**src/rtl/ysyx_22050039_lsu_if.sv**
```systemverilog
// Bundle of the LSU's request, response and memory-side signals.
// slave is the LSU's view; master is the environment (execute stage plus memory).
interface ysyx_22050039_lsu_if #(
  parameter int XLEN = 64
);
  logic            req_valid;
  logic            req_ready;
  logic            req_wen;
  logic [1:0]      req_size;
  logic            req_unsigned;
  logic [XLEN-1:0] req_addr;
  logic [XLEN-1:0] req_wdata;

  logic            resp_valid;
  logic            resp_ready;
  logic [XLEN-1:0] resp_rdata;
  logic            resp_err;

  logic            mem_req_valid;
  logic            mem_req_ready;
  logic [XLEN-1:0] mem_addr;
  logic            mem_wen;
  logic [XLEN-1:0] mem_wdata;
  logic [7:0]      mem_wmask;
  logic            mem_rvalid;
  logic [XLEN-1:0] mem_rdata;

  modport slave (
    input  req_valid, req_wen, req_size, req_unsigned, req_addr, req_wdata,
    input  resp_ready, mem_req_ready, mem_rvalid, mem_rdata,
    output req_ready, resp_valid, resp_rdata, resp_err,
    output mem_req_valid, mem_addr, mem_wen, mem_wdata, mem_wmask
  );

  modport master (
    output req_valid, req_wen, req_size, req_unsigned, req_addr, req_wdata,
    output resp_ready, mem_req_ready, mem_rvalid, mem_rdata,
    input  req_ready, resp_valid, resp_rdata, resp_err,
    input  mem_req_valid, mem_addr, mem_wen, mem_wdata, mem_wmask
  );
endinterface

```
**src/rtl/ysyx_22050039_lsu.sv**
```systemverilog
// Load/store unit: one outstanding access, byte-lane alignment of store data
// and mask, load extraction with sign/zero extension, misalignment trapping.
module ysyx_22050039_lsu #(
  parameter int XLEN = 64
) (
  input logic              clk,
  input logic              rst,
  ysyx_22050039_lsu_if.slave bus
);
  typedef enum logic [1:0] {IDLE, REQ, WAIT, RESP} state_t;

  state_t          state, state_nxt;
  logic            accept;
  logic            misaligned;

  logic [XLEN-1:0] addr_p0;
  logic [XLEN-1:0] wdata_p0;
  logic [1:0]      size_p0;
  logic            wen_p0;
  logic            uns_p0;

  logic [XLEN-1:0] rdata_p1;
  logic            err_p1;

  function automatic logic is_misaligned(input logic [1:0] size, input logic [2:0] off);
    case (size)
      2'd1:    return off[0];
      2'd2:    return |off[1:0];
      2'd3:    return |off;
      default: return 1'b0;
    endcase
  endfunction

  function automatic logic [7:0] lane_mask(input logic [1:0] size, input logic [2:0] off);
    logic [7:0] m;
    case (size)
      2'd0:    m = 8'h01;
      2'd1:    m = 8'h03;
      2'd2:    m = 8'h0F;
      default: m = 8'hFF;
    endcase
    return m << off;
  endfunction

  function automatic logic [XLEN-1:0] load_ext(input logic [XLEN-1:0] raw, input logic [2:0] off,
                                               input logic [1:0] size, input logic uns);
    logic [XLEN-1:0] sh;
    sh = raw >> {off, 3'b000};
    case (size)
      2'd0:    return {{(XLEN-8){~uns & sh[7]}}, sh[7:0]};
      2'd1:    return {{(XLEN-16){~uns & sh[15]}}, sh[15:0]};
      2'd2:    return {{(XLEN-32){~uns & sh[31]}}, sh[31:0]};
      default: return sh;
    endcase
  endfunction

  assign accept     = (state == IDLE) && bus.req_valid && !rst;
  assign misaligned = is_misaligned(bus.req_size, bus.req_addr[2:0]);

  always_ff @(posedge clk) begin
    if (rst) state <= IDLE;
    else     state <= state_nxt;
  end

  always_comb begin
    state_nxt = state;
    case (state)
      IDLE: if (bus.req_valid)     state_nxt = misaligned ? RESP : REQ;
      REQ:  if (bus.mem_req_ready) state_nxt = WAIT;
      WAIT: if (bus.mem_rvalid)    state_nxt = RESP;
      RESP: if (bus.resp_ready)    state_nxt = IDLE;
      default:                     state_nxt = IDLE;
    endcase
  end

  // p0: request fields latched at acceptance
  always_ff @(posedge clk) begin
    if (accept) begin
      addr_p0  <= bus.req_addr;
      wdata_p0 <= bus.req_wdata;
      size_p0  <= bus.req_size;
      wen_p0   <= bus.req_wen;
      uns_p0   <= bus.req_unsigned;
    end
  end

  // p1: response payload; zero for stores and for trapped accesses
  always_ff @(posedge clk) begin
    if (accept) begin
      rdata_p1 <= '0;
      err_p1   <= misaligned;
    end else if (state == WAIT && bus.mem_rvalid) begin
      rdata_p1 <= wen_p0 ? '0 : load_ext(bus.mem_rdata, addr_p0[2:0], size_p0, uns_p0);
    end
  end

  // Outputs are forced low while rst is high, even before the state register clears.
  always_comb begin
    bus.req_ready     = 1'b0;
    bus.resp_valid    = 1'b0;
    bus.resp_rdata    = '0;
    bus.resp_err      = 1'b0;
    bus.mem_req_valid = 1'b0;
    bus.mem_addr      = '0;
    bus.mem_wen       = 1'b0;
    bus.mem_wdata     = '0;
    bus.mem_wmask     = 8'h00;
    if (!rst) begin
      case (state)
        IDLE: bus.req_ready = 1'b1;
        REQ: begin
          bus.mem_req_valid = 1'b1;
          bus.mem_addr      = {addr_p0[XLEN-1:3], 3'b000};
          bus.mem_wen       = wen_p0;
          bus.mem_wdata     = wdata_p0 << {addr_p0[2:0], 3'b000};
          bus.mem_wmask     = wen_p0 ? lane_mask(size_p0, addr_p0[2:0]) : 8'h00;
        end
        RESP: begin
          bus.resp_valid = 1'b1;
          bus.resp_rdata = rdata_p1;
          bus.resp_err   = err_p1;
        end
        default: ;
      endcase
    end
  end
endmodule

```
**src/flat_wrapper.sv**
```systemverilog
// flat-port wrapper written by rule: the top's interface ports become plain ports
module ysyx_22050039_lsu_flat 
#(
  parameter int XLEN = 64
)
  (clk, rst, bus_req_valid, bus_req_wen, bus_req_size, bus_req_unsigned, bus_req_addr, bus_req_wdata, bus_resp_ready, bus_mem_req_ready, bus_mem_rvalid, bus_mem_rdata, bus_req_ready, bus_resp_valid, bus_resp_rdata, bus_resp_err, bus_mem_req_valid, bus_mem_addr, bus_mem_wen, bus_mem_wdata, bus_mem_wmask);
  ysyx_22050039_lsu_if #(.XLEN(XLEN)) bus_i ();
  input logic clk;
  input logic rst;
  input wire logic [$bits(bus_i.req_valid)-1:0] bus_req_valid;
  input wire logic [$bits(bus_i.req_wen)-1:0] bus_req_wen;
  input wire logic [$bits(bus_i.req_size)-1:0] bus_req_size;
  input wire logic [$bits(bus_i.req_unsigned)-1:0] bus_req_unsigned;
  input wire logic [$bits(bus_i.req_addr)-1:0] bus_req_addr;
  input wire logic [$bits(bus_i.req_wdata)-1:0] bus_req_wdata;
  input wire logic [$bits(bus_i.resp_ready)-1:0] bus_resp_ready;
  input wire logic [$bits(bus_i.mem_req_ready)-1:0] bus_mem_req_ready;
  input wire logic [$bits(bus_i.mem_rvalid)-1:0] bus_mem_rvalid;
  input wire logic [$bits(bus_i.mem_rdata)-1:0] bus_mem_rdata;
  output wire logic [$bits(bus_i.req_ready)-1:0] bus_req_ready;
  output wire logic [$bits(bus_i.resp_valid)-1:0] bus_resp_valid;
  output wire logic [$bits(bus_i.resp_rdata)-1:0] bus_resp_rdata;
  output wire logic [$bits(bus_i.resp_err)-1:0] bus_resp_err;
  output wire logic [$bits(bus_i.mem_req_valid)-1:0] bus_mem_req_valid;
  output wire logic [$bits(bus_i.mem_addr)-1:0] bus_mem_addr;
  output wire logic [$bits(bus_i.mem_wen)-1:0] bus_mem_wen;
  output wire logic [$bits(bus_i.mem_wdata)-1:0] bus_mem_wdata;
  output wire logic [$bits(bus_i.mem_wmask)-1:0] bus_mem_wmask;
  assign bus_i.req_valid = bus_req_valid;
  assign bus_i.req_wen = bus_req_wen;
  assign bus_i.req_size = bus_req_size;
  assign bus_i.req_unsigned = bus_req_unsigned;
  assign bus_i.req_addr = bus_req_addr;
  assign bus_i.req_wdata = bus_req_wdata;
  assign bus_i.resp_ready = bus_resp_ready;
  assign bus_i.mem_req_ready = bus_mem_req_ready;
  assign bus_i.mem_rvalid = bus_mem_rvalid;
  assign bus_i.mem_rdata = bus_mem_rdata;
  assign bus_req_ready = bus_i.req_ready;
  assign bus_resp_valid = bus_i.resp_valid;
  assign bus_resp_rdata = bus_i.resp_rdata;
  assign bus_resp_err = bus_i.resp_err;
  assign bus_mem_req_valid = bus_i.mem_req_valid;
  assign bus_mem_addr = bus_i.mem_addr;
  assign bus_mem_wen = bus_i.mem_wen;
  assign bus_mem_wdata = bus_i.mem_wdata;
  assign bus_mem_wmask = bus_i.mem_wmask;
  ysyx_22050039_lsu #(.XLEN(XLEN)) u_core (.clk(clk), .rst(rst), .bus(bus_i));
endmodule
```
**config.mk**
```make
export PLATFORM = sky130hd
export DESIGN_NAME = ysyx_22050039_lsu_flat
export DESIGN_NICKNAME = d
export VERILOG_FILES = /design/src/rtl/ysyx_22050039_lsu_if.sv /design/src/rtl/ysyx_22050039_lsu.sv /design/src/flat_wrapper.sv
export SDC_FILE = /design/constraint.sdc
export NUM_CORES = 1
export LEC_CHECK = 0
export BUFFER_PORTS_ARGS = -buffer_cell sky130_fd_sc_hd__buf_4
export CORE_MARGIN = 2
export CORE_UTILIZATION = 45
export DETAILED_ROUTE_END_ITERATION = 7
export GPL_TIMING_DRIVEN = 0
export PLACE_DENSITY = 0.88
export SLEW_MARGIN = 40
export SYNTH_ARGS = -nofsm -noshare
export SYNTH_HDL_FRONTEND = slang
export SYNTH_SLANG_ARGS = --single-unit
```
**constraint.sdc**
```tcl
create_clock -name clk -period 5.6 [get_ports clk]
set_input_delay 0.28 -clock clk [delete_from_list [all_inputs] [get_ports clk]]
set_output_delay 0.28 -clock clk [all_outputs]
set_load 0.05 [all_outputs]
```
==> results of run 1 <==
## report_power, final
part           internal [W]  switching, W  total [W]
clock network      0.000602      0.000651    0.00125
logic              0.000617       0.00120    0.00182
registers           0.00182      0.000113    0.00193
## layer usage
| layer | global-route usage (%) | share of wire [%] |
|---|---|---|
| met5 | 0 | 0 |
| met4 | 18.6 | 5.8 |
| met3 | 10.2 | 11 |
| met2 | 58.1 | 49 |
| met1 | 37.6 | 34 |
## per-stage QoR
step	power, W	utilization, %
2_1_floorplan	0.00309	-
3_3_place_gp	0.00371	60.6
6_report	0.00500	64.0
3_5_place_dp	0.00374	60.8
4_1_cts	0.00497	63.2
5_1_grt	0.00517	64.0
## kinds of logic (layout without fill, tap and decap cells)
family          after synthesis  after routing  share of synthesized area [%]
flops                       199            199                           48.9
buf+inv                     101            555                           4.03
other cells                   1              7                         0.0345
fa+ha+maj                     5              5                          0.576
simple gates                382            382                           17.6
mux                         125            125                           16.0
compound gates              216            216                           12.8
## layout make-up
| class | count | share of cell area, % |
|---|---|---|
| tap | 319 | 2.64 |
| antenna | 4 | 0.0662 |
| clock buffer | 18 | 2.84 |
| buffer | 90 | 2.70 |
| timing repair buffer | 422 | 21.4 |
| sequential | 199 | 35.1 |
| inverter | 11 | 0.273 |
| multi-input combinational | 731 | 33.9 |
| clock inverter | 14 | 1.04 |
## how the worst max path moves through the flow
stage	from	end	slack (ps)	depth (start not counted)
floorplan	u_core.state[0]	u_core.rdata_p1[24]	1500	8
global placement	u_core.state[0]	u_core.rdata_p1[31]	1200	8
detailed placement	u_core.addr_p0[1]	bus_mem_wdata[15]	2630	7
CTS	u_core.addr_p0[1]	bus_mem_wdata[15]	2130	7
global route	u_core.addr_p0[1]	bus_mem_wdata[15]	1920	7
finish	u_core.addr_p0[1]	bus_mem_wdata[15]	2040	7
## worst max-delay path, stage by stage, from the launching register on
cell and delay, ps:
edfxtp_1 390, buf_2 210, inv_1 150, buf_2 350, clkbuf_1 630, nand2_1 540, nor2_1 320, buf_4 260
## repair_timing
item,in CTS,in global routing
hold endpoints to repair,0,18
hold buffers,0,18
setup buffers,0,0
## cells in the final DEF, fill, tap and decap left out, drive strengths merged, types with 2 or more instances in the layout
cell / count
a22oi: 13
o22ai: 2
or2: 2
a21oi: 71
nand2: 92
clkbuf: 71
nand3: 8
o21ai: 66
conb: 3
a221oi: 7
mux2: 28
a221o: 7
a222oi: 6
a21o: 2
diode: 4
mux4: 36
buf: 441
dlygate4sd3: 18
nor2: 89
nor3: 11
mux2i: 61
edfxtp: 133
and3: 9
a211oi: 16
inv: 17
clkinv: 8
a32o: 8
nor2b: 18
a31oi: 2
a22o: 9
and2: 147
ha: 5
dfxtp: 66
nand2b: 5
## flip-flops by register name, indices dropped and copies added, names as in the netlist
name,count
u_core.rdata_p1,64
u_core.err_p1,1
u_core.wdata_p0,64
u_core.uns_p0,1
u_core.size_p0,2
u_core.wen_p0,1
u_core.state,2
u_core.addr_p0,64
==> results.ini, run 1 <==
[route]
drtIter0Drc=1167
ant_nets=0
totalWireLength_um=44800
drc=0
wl_per_cell_um=24.8
drt-vias-per-instance=5.83
vias=10500
dr.pass1.iters=6

[floorplanning]
core_area_um2=23600
num_rows=56
die-height_um=159
die-area_um2=25400
die_width_um=159
start_util_pct=46.0
io_pins=407

[sta]
post-route-min-period_ps=3560
finalMaxSlewViolations=0
period_share_pct=63.5
setup_viol=0
maxSlewHeadroom_pct=34.6
skew_ps=11.5
finalWorstSetupSlack_ps=2040
fmax_mhz=281
worst_pin_slew_ps=981
rsz0062_at_grt=false
final_hold_viol_count=0
tns_ps=0
holdWs_ps=13.3

[cells_and_area]
multiInputGateArea_um2=5130
fillers=1956
stdcell_count=1808
final_area_um2=15100
drive_gt1_share_pct=35.8
syn_to_final_growth_pct=39.1
nets=1679
regArea_um2=5320

[cts]
cts_buffer_depth=2
cts_buffers=17
clk_latency_ps=430
cts.clk_slew.worst_paths_ps=90
cts_root_buffer=clkbuf_16
cts_tree=done
cts-resized-gates=0
cts_htree_levels=4
cts_sinks=199

[global_route]
grt_max_degree=73
grt_usage_pct=33.8
globalRouteOverflowTotal=0
grt_pass1_wl_um=63900
grt_pass1_vias=10500
grt_antenna_before_repair=3

[placed_design]
dpl_cell_area_um2=14300
dpl.hpwl_um=33800
place_ws_ps=2630
gp_congestion=0.968
io_buffers=403
dp_cells=1754

[synthesis]
synth_commonest_cells=146 x and2_1, 133 x edfxtp_1, 92 x nand2_1
synth-main-ff-cell=edfxtp_1
ys_top_cells_by_area=edfxtp_1 37%, dfxtp_1 12%, and2_1 8.4%
synth_seq_area_share_pct=48.9
yosysMostFrequentCell=and2_1
synth_edf_count=133
synth_area_leader_cell=edfxtp_1
async_reset_ff_share_pct=0
synthCells=1029
syn_area_per_cell_um2=10.6
synth.distinct_cells=47
synth_top_area_share_pct=36.7
ys.warnings.count=0
synthesis.area_um2=10900
synth-seq-cells=199

[setup_path]
cp_data_required_time_ps=5320
crit_fanout=10
rrSetupSlack_ps=2780
ff2ff_path_depth=10
regToRegStartpoint=u_core.state[0]
crit_arrival_ps=3280
cp-start-kind=flop
rr_endpoint=u_core.rdata_p1[45]
crit_path_end_kind=output port
worstSetupPathType=flop to output port

[min_path]
hold_depth=1
holdCritPathClass=primary input to flop
min_to=u_core.addr_p0[20]
worstHoldStart=bus_req_addr[20]

[power_and_ir_drop]
p_per_area_nw_per_um2=331
leakage_nw=6.48
vdd_drop_max_v=0.000267

[run_status]
status=complete, no violations

[flow_run]
drv_cap=0

No activity file was read; power rests on OpenSTA's default activity.
==> run 2: changes to the inputs <==
--- a/config.mk
+++ b/config.mk
@@ -5,10 +5,11 @@
 export SDC_FILE = /design/constraint.sdc
 export NUM_CORES = 1
 export LEC_CHECK = 0
+export ABC_AREA = 1
 export BUFFER_PORTS_ARGS = -buffer_cell sky130_fd_sc_hd__buf_4
-export CORE_MARGIN = 2
-export CORE_UTILIZATION = 45
+export CORE_AREA = 2 2 156 158
 export DETAILED_ROUTE_END_ITERATION = 7
+export DIE_AREA = 0 0 158 160
 export GPL_TIMING_DRIVEN = 0
 export PLACE_DENSITY = 0.88
 export SLEW_MARGIN = 40
==> constraint.sdc (replaced) <==
create_clock -name clk -period 3.5 [get_ports clk]
set_input_delay 0.175 -clock clk [delete_from_list [all_inputs] [get_ports clk]]
set_output_delay 0.175 -clock clk [all_outputs]
set_load 0.05 [all_outputs]
==> run 2 against run 1 <==
Area after synthesis rose by 3.5%. Sequential power rose by 64%. Flip-flop and latch count did not move. Routed wire length rose by 21%. Global-route usage rose by 8.3 points. Die area fell by 0.52%. Final area rose by 10%. Highest routed layer unchanged. Synthesized cell count rose by 44%. Setup slack got worse by 2000 ps. Cell count rose by 32%.
==> results.ini, run 2 <==
[route]
dr.pass1.iters=8  ; was 6
vias=13800  ; was 10500
ant_nets=0  ; unchanged
drc=0  ; unchanged
totalWireLength_um=54200  ; was 44800 um
drtIter0Drc=1690  ; was 1167
drt-vias-per-instance=5.80  ; was 5.83
wl_per_cell_um=22.8  ; was 24.8 um

[setup_path]
cp-start-kind=flop  ; unchanged
setup.worst_path.end=bus_mem_wdata[33]  ; was bus_mem_wdata[15]
rrSetupSlack_ps=860  ; was 2780 ps
worstSetupPathType=flop to output port  ; unchanged
rr_endpoint=u_core.rdata_p1[5]  ; was u_core.rdata_p1[45]
crit_path_end_kind=output port  ; unchanged
worstSetupStartpoint=u_core.addr_p0[1]  ; unchanged
crit_fanout=10  ; unchanged
regToRegStartpoint=u_core.addr_p0[0]  ; was u_core.state[0]
ff2ff_path_depth=8  ; was 10
cp_data_required_time_ps=3320  ; was 5320 ps
crit_arrival_ps=3320  ; was 3280 ps

[global_route]
grt_pass1_vias=13600  ; was 10500
grt_usage_pct=42.1  ; was 33.8%
grt_max_degree=75  ; was 73
grt_pass1_wl_um=79200  ; was 63900 um
grt_antenna_before_repair=5  ; was 3
globalRouteOverflowTotal=0  ; unchanged

[cts]
cts_sinks=199  ; unchanged
post_cts_buffers=0  ; unchanged
cts_tree=done  ; unchanged
cts_buffer_depth=2  ; unchanged
cts_root_buffer=clkbuf_16  ; unchanged
cts.clk_slew.worst_paths_ps=80  ; was 90 ps
clk_latency_ps=450  ; was 430 ps
cts_buffers=17  ; unchanged
cts_htree_levels=4  ; unchanged

[sta]
period_share_pct=99.9
setup_viol=0  ; unchanged
fmax_mhz=286
tns_ps=0  ; unchanged
skew_ps=19.8  ; was 11.5 ps
final_hold_viol_count=0  ; unchanged
worst_pin_slew_ps=864  ; was 981 ps
post-route-min-period_ps=3500
finalMaxSlewViolations=0  ; unchanged
maxSlewHeadroom_pct=42.4  ; was 34.6%

[run_status]
status=complete, no violations  ; unchanged

[synthesis]
synthCells=1479  ; was 1029
synth-seq-cells=199  ; unchanged
synth-main-ff-cell=edfxtp_1  ; unchanged
syn_area_per_cell_um2=7.61  ; was 10.6 um^2
synth_commonest_cells=491 x nand2_1, 187 x nor2_1, 133 x edfxtp_1  ; was 146 x and2_1, 133 x edfxtp_1, 92 x nand2_1
synth_area_leader_cell=edfxtp_1  ; unchanged
yosysMostFrequentCell=nand2_1  ; was and2_1
async_reset_ff_share_pct=0  ; unchanged
synth_top_area_share_pct=35.5  ; was 36.7%
ys.warnings.count=0  ; unchanged
synth_seq_area_share_pct=47.2  ; was 48.9%
synthesis.area_um2=11200  ; was 10900 um^2
synth.distinct_cells=37  ; was 47
ys_top_cells_by_area=edfxtp_1 36%, nand2_1 16%, dfxtp_1 12%  ; was edfxtp_1 37%, dfxtp_1 12%, and2_1 8.4%
synth_edf_count=133  ; unchanged

[placed_design]
io_buffers=403  ; unchanged
gp_congestion=1.01  ; was 0.968
dpl_cell_area_um2=14700  ; was 14300 um^2
dpl.hpwl_um=38300  ; was 33800 um

[floorplanning]
core_area_um2=23800  ; was 23600 um^2
start_util_pct=47.2  ; was 46.0%
die_width_um=158  ; was 159 um
io_pins=407  ; unchanged
num_rows=57  ; was 56
die-area_um2=25300  ; was 25400 um^2
die-height_um=160  ; was 159 um

[flow_run]
drv_cap=0  ; unchanged

[cells_and_area]
nets=2243  ; was 1679
reg.largest.list=u_core.addr_p0 x64, u_core.rdata_p1 x64, u_core.wdata_p0 x64  ; unchanged
layout_common_cells=491 x nand2_1, 412 x buf_4, 186 x nor2_1, 133 x edfxtp_1, 132 x dlygate4sd3_1  ; was 411 x buf_4, 146 x and2_1, 133 x edfxtp_1, 92 x nand2_1, 89 x nor2_1
drive_gt1_share_pct=25.2  ; was 35.8%
syn_to_final_growth_pct=48.4  ; was 39.1%
final_util_pct=70.1  ; was 64.0%
fillers=1834  ; was 1956
final_area_um2=16700  ; was 15100 um^2
layout_commonest_cell=nand2_1  ; was buf_4

[power_and_ir_drop]
leakage_nw=7.17  ; was 6.48 nW
p_per_area_nw_per_um2=526  ; was 331 nW/um^2
vdd_drop_max_v=0.000338  ; was 0.000267 V

[min_path]
holdCritPathClass=primary input to flop  ; unchanged

run 2: cell count changes in the layout (fill, tap and decap cells not counted), moves of 40 or more:
cell,before,now
nand2_1,92,491
dlygate4sd3_1,18,132
nand3_1,8,61
nor2_1,89,186
o21ai_0,36,123
and2_1,146,0
mux2i_1,60,20
run 2: what timing repair did:
item / 4_1_cts / 5_1_grt
setup endpoints to repair: 0 / 41
endpoints found under the hold margin: 132 / 0
resized for setup: 0 / 7
hold buffers: 132 / 0
run 2: logic make-up after synthesis:
logic type / count (synthesis) / synth area share (%)
fa+ha+maj: 5 / 0.556
other cells: 1 / 0.0333
buf+inv: 169 / 6.48
mux: 20 / 1.78
compound gates: 309 / 15.6
simple gates: 776 / 28.3
flops: 199 / 47.2
run 2: layer usage:
| layer | vias to the layer above | routed length, um | track usage (%) |
|---|---|---|---|
| met2 | 1093 | 25700 | 69.8 |
| met3 | 294 | 5180 | 9.17 |
| met1 | 6328 | 18800 | 47.9 |
| li1 | 6078 | - | - |
| met4 | 0 | 4520 | 29.4 |
| met5 | - | 0 | 0 |
run 2: area by class of cell:
type,instances,area [um^2],share of cell area [%]
flip-flops and latches,199,5320,31.8
well taps,324,405,2.43
repair buffers,536,4370,26.2
clock buffers,18,429,2.57
clock inverters,14,194,1.16
multi-input cells,1113,5220,31.3
diodes,5,12.5,0.0750
plain buffers,124,572,3.43
inverters,45,171,1.03
run 2: per-stage QoR:
step	instances	hold slack [ps]	setup slack, ps	total power [W]
after floorplan	1481	274	14.4	0.00526
after global placement	2208	353	-247	0.00636
after detailed placement	2209	354	594	0.00641
after CTS	2373	198	108	0.00859
after global routing	2378	230	-14.7	0.00906
final	2378	207	3.18	0.00878
run 2: how the worst min path moves through the flow:
| stage | from | end | cells after the start |
|---|---|---|---|
| final | bus_mem_rdata[63] | u_core.rdata_p1[63] | 5 |
| after global routing | bus_mem_rdata[63] | u_core.rdata_p1[63] | 5 |
| after CTS | bus_mem_rvalid | u_core.state[1] | 4 |
| after detailed placement | bus_req_addr[54] | u_core.addr_p0[54] | 1 |
| after global placement | bus_req_addr[9] | u_core.addr_p0[9] | 1 |
| after floorplan | bus_req_addr[0] | u_core.addr_p0[0] | 0 |
run 2: power breakdown:
part	total (W)	switching [W]	internal (W)
clock	0.00213	0.00109	0.00105
combinational	0.00348	0.00244	0.00104
sequential	0.00317	0.000217	0.00295
total	0.00878	0.00374	0.00504
run 2: worst max-delay path, stage by stage (launching register included):
cell and delay [ps]:
edfxtp_1 520, inv_2 170, buf_2 240, clkbuf_1 490, clkbuf_1 560, o21ai_0 340, o22ai_1 310, buf_4 260
==> run 3: changes to the inputs <==
--- a/config.mk
+++ b/config.mk
@@ -12,6 +12,7 @@
 export DIE_AREA = 0 0 158 160
 export GPL_TIMING_DRIVEN = 0
 export PLACE_DENSITY = 0.88
+export RECOVER_POWER = 50
 export SLEW_MARGIN = 40
 export SYNTH_ARGS = -nofsm -noshare
 export SYNTH_HDL_FRONTEND = slang
==> run 3 against run 2 <==
The run now ends with max-capacitance violations, max-slew violations left. Non-clock buffer count is the same. Count of clock-buffer cells in the layout did not move. Routed wire length down 0.46%. Cell count did not move. Flip-flop and latch count unchanged. Utilization fell by 0.66 points. Sequential power is essentially flat. Combinational power fell by 1%. Critical path type unchanged. Critical endpoint unchanged. Largest power group unchanged.
==> results.ini, run 3 (same netlist as run 2, synthesis figures left out) <==
[setup_path]
regToRegStartpoint=u_core.state[0]  ; was u_core.addr_p0[0]
crit_fanout=10  ; unchanged
worstSetupStartpoint=u_core.addr_p0[1]  ; unchanged
path_delay_family=buffers and inverters  ; unchanged
crit_arrival_ps=3300  ; was 3320 ps
crit_buf_inv=5  ; unchanged
cp-start-kind=flop  ; unchanged
cp_data_required_time_ps=3320  ; about the same
worstSetupPathType=flop to output port  ; unchanged
max_stage_delay_ps=550  ; was 560 ps
rrSetupSlack_ps=230  ; was 860 ps
setup.worst_path.end=bus_mem_wdata[33]  ; unchanged
rr_endpoint=u_core.wdata_p0[36]  ; was u_core.rdata_p1[5]
crit_top_cell=clkbuf_1  ; unchanged
path_depth=7  ; unchanged
ff2ff_path_depth=6  ; was 8
crit_chain=inv_2 -> buf_2 -> clkbuf_1 -> clkbuf_1 -> o21ai_0 -> o22ai_1 -> buf_4  ; unchanged
critPathSlowestCell=clkbuf_1  ; unchanged
crit_path_end_kind=output port  ; unchanged

[cells_and_area]
stdcell_count=2378  ; unchanged
layout_common_cells=492 x nand2_1, 263 x buf_4, 186 x nor2_1, 133 x edfxtp_1, 132 x dlygate4sd3_1  ; was 491 x nand2_1, 412 x buf_4, 186 x nor2_1, 133 x edfxtp_1, 132 x dlygate4sd3_1
nets=2243  ; unchanged
reg.largest.list=u_core.addr_p0 x64, u_core.rdata_p1 x64, u_core.wdata_p0 x64  ; unchanged
syn_to_final_growth_pct=47.0  ; was 48.4%
drive_gt1_share_pct=23.5  ; was 25.2%
layout_commonest_cell=nand2_1  ; unchanged
final_util_pct=69.4  ; was 70.1%

[route]
vias=13800  ; about the same
drtIter0Drc=1709  ; was 1690
drt-vias-per-instance=5.79  ; was 5.80
wl_per_cell_um=22.7  ; was 22.8 um
totalWireLength_um=53900  ; was 54200 um
dr.pass1.iters=6  ; was 8
drc=0  ; unchanged
ant_nets=0  ; unchanged

[placed_design]
dp_cells=2209  ; unchanged
dpl.hpwl_um=38300  ; unchanged
place_ws_ps=594  ; unchanged
io_buffers=403  ; unchanged
gp_congestion=1.01  ; unchanged

[floorplanning]
die-area_um2=25300  ; unchanged
num_rows=57  ; unchanged
die-height_um=160  ; unchanged
io_pins=407  ; unchanged
start_util_pct=47.2  ; unchanged
core_area_um2=23800  ; unchanged
die_width_um=158  ; unchanged

[cts]
cts_htree_levels=4  ; unchanged
cts_buffer_depth=2  ; unchanged
cts_root_buffer=clkbuf_16  ; unchanged
cts_tree=done  ; unchanged
cts_buffers=17  ; unchanged
clk_latency_ps=450  ; about the same
cts.clk_slew.worst_paths_ps=80  ; about the same
post_cts_buffers=0  ; unchanged
cts_sinks=199  ; unchanged

[sta]
tns_ps=0  ; unchanged
post-route-min-period_ps=3470  ; was 3500 ps
skew_ps=19.3  ; was 19.8 ps
setup_viol=0  ; unchanged
maxSlewHeadroom_pct=-17.2  ; was 42.4%
worst_pin_slew_ps=1760  ; was 864 ps
period_share_pct=99.1  ; was 99.9%
final_hold_viol_count=0  ; unchanged
finalWorstSetupSlack_ps=29.8  ; was 3.18 ps
fmax_mhz=288  ; was 286 MHz
finalMaxSlewViolations=70  ; was 0

[flow_run]
drv_cap=1  ; was 0

[global_route]
met2_usage_pct=69.8  ; unchanged
globalRouteOverflowTotal=0  ; unchanged
grt_pass1_wl_um=79200  ; unchanged
grt_antenna_before_repair=5  ; unchanged
busiest_layer=met2  ; unchanged
grt_usage_pct=42.1  ; unchanged
met3_usage_pct=9.17  ; unchanged
grt_max_degree=75  ; unchanged
grt_pass1_vias=13600  ; unchanged
use_met1_pct=47.9  ; unchanged

[power_and_ir_drop]
vdd_drop_max_v=0.000340  ; was 0.000338 V
p_per_area_nw_per_um2=528  ; was 526 nW/um^2
finalPower_w=0.00873  ; was 0.00878 W
leakage_nw=7.00  ; was 7.17 nW

[run_status]
violations=max-capacitance violations, max-slew violations
status=finished, violations left  ; was complete, no violations

[min_path]
holdCritPathClass=primary input to flop  ; unchanged

[run 3: per-stage QoR]
step / instance area [um^2] / hold slack [ps]
after floorplan: 11300 / 274
after detailed placement: 14700 / 354
after CTS: 16700 / 198
after global routing: 16500 / 230
after global placement: 14700 / 353
final: 16500 / 214
[run 3: worst min-delay path by stage]
stage	slack, ps	from	depth (start not counted)	endpoint
after floorplan	270	bus_req_addr[0]	0	u_core.addr_p0[0]
after global placement	350	bus_req_addr[9]	1	u_core.addr_p0[9]
after detailed placement	350	bus_req_addr[54]	1	u_core.addr_p0[54]
after CTS	200	bus_mem_rvalid	4	u_core.state[1]
after global routing	230	bus_mem_rdata[63]	5	u_core.rdata_p1[63]
final	210	bus_mem_rvalid	4	u_core.state[1]
[run 3: layout make-up]
class / count / area, um^2
fillers: 1891 / 7280
repair buffers: 536 / 4230
multi-input cells: 1113 / 5210
clock buffers: 18 / 429
well taps: 324 / 405
plain buffers: 124 / 563
inverters: 45 / 171
clock inverters: 14 / 194
diodes: 5 / 12.5
flip-flops and latches: 199 / 5320
[run 3: routing by layer]
layer / part of all wire [%] / wire length (um) / up-vias
met5: 0 / 0 / -
met4: 8.4 / 4510 / 0
met3: 9.9 / 5320 / 285
met2: 47 / 25600 / 1104
met1: 34 / 18500 / 6321
li1: - / - / 6070
[run 3: what timing repair did]
item                                    in CTS  in global routing
gates resized for setup                      0                  7
hold buffers                               132                  0
endpoints found under the setup margin       0                 41
endpoints found under the hold margin      132                  0
[run 3: power breakdown]
part / switching [W] / leakage (nW) / internal [W]
registers: 0.000218 / 1.76 / 0.00296
clock network: 0.00108 / 0.301 / 0.00105
logic: 0.00242 / 4.93 / 0.00101
total: 0.00372 / 7.00 / 0.00501
[run 3: worst register-to-register path: cells and delay by family (launching register included)]
kind                     cells  cell delay, ps
buffers and inverters        3            2130
AND/OR/NAND/NOR              2             160
adder cells (fa/ha/maj)      1             190
flip-flops                   1             350
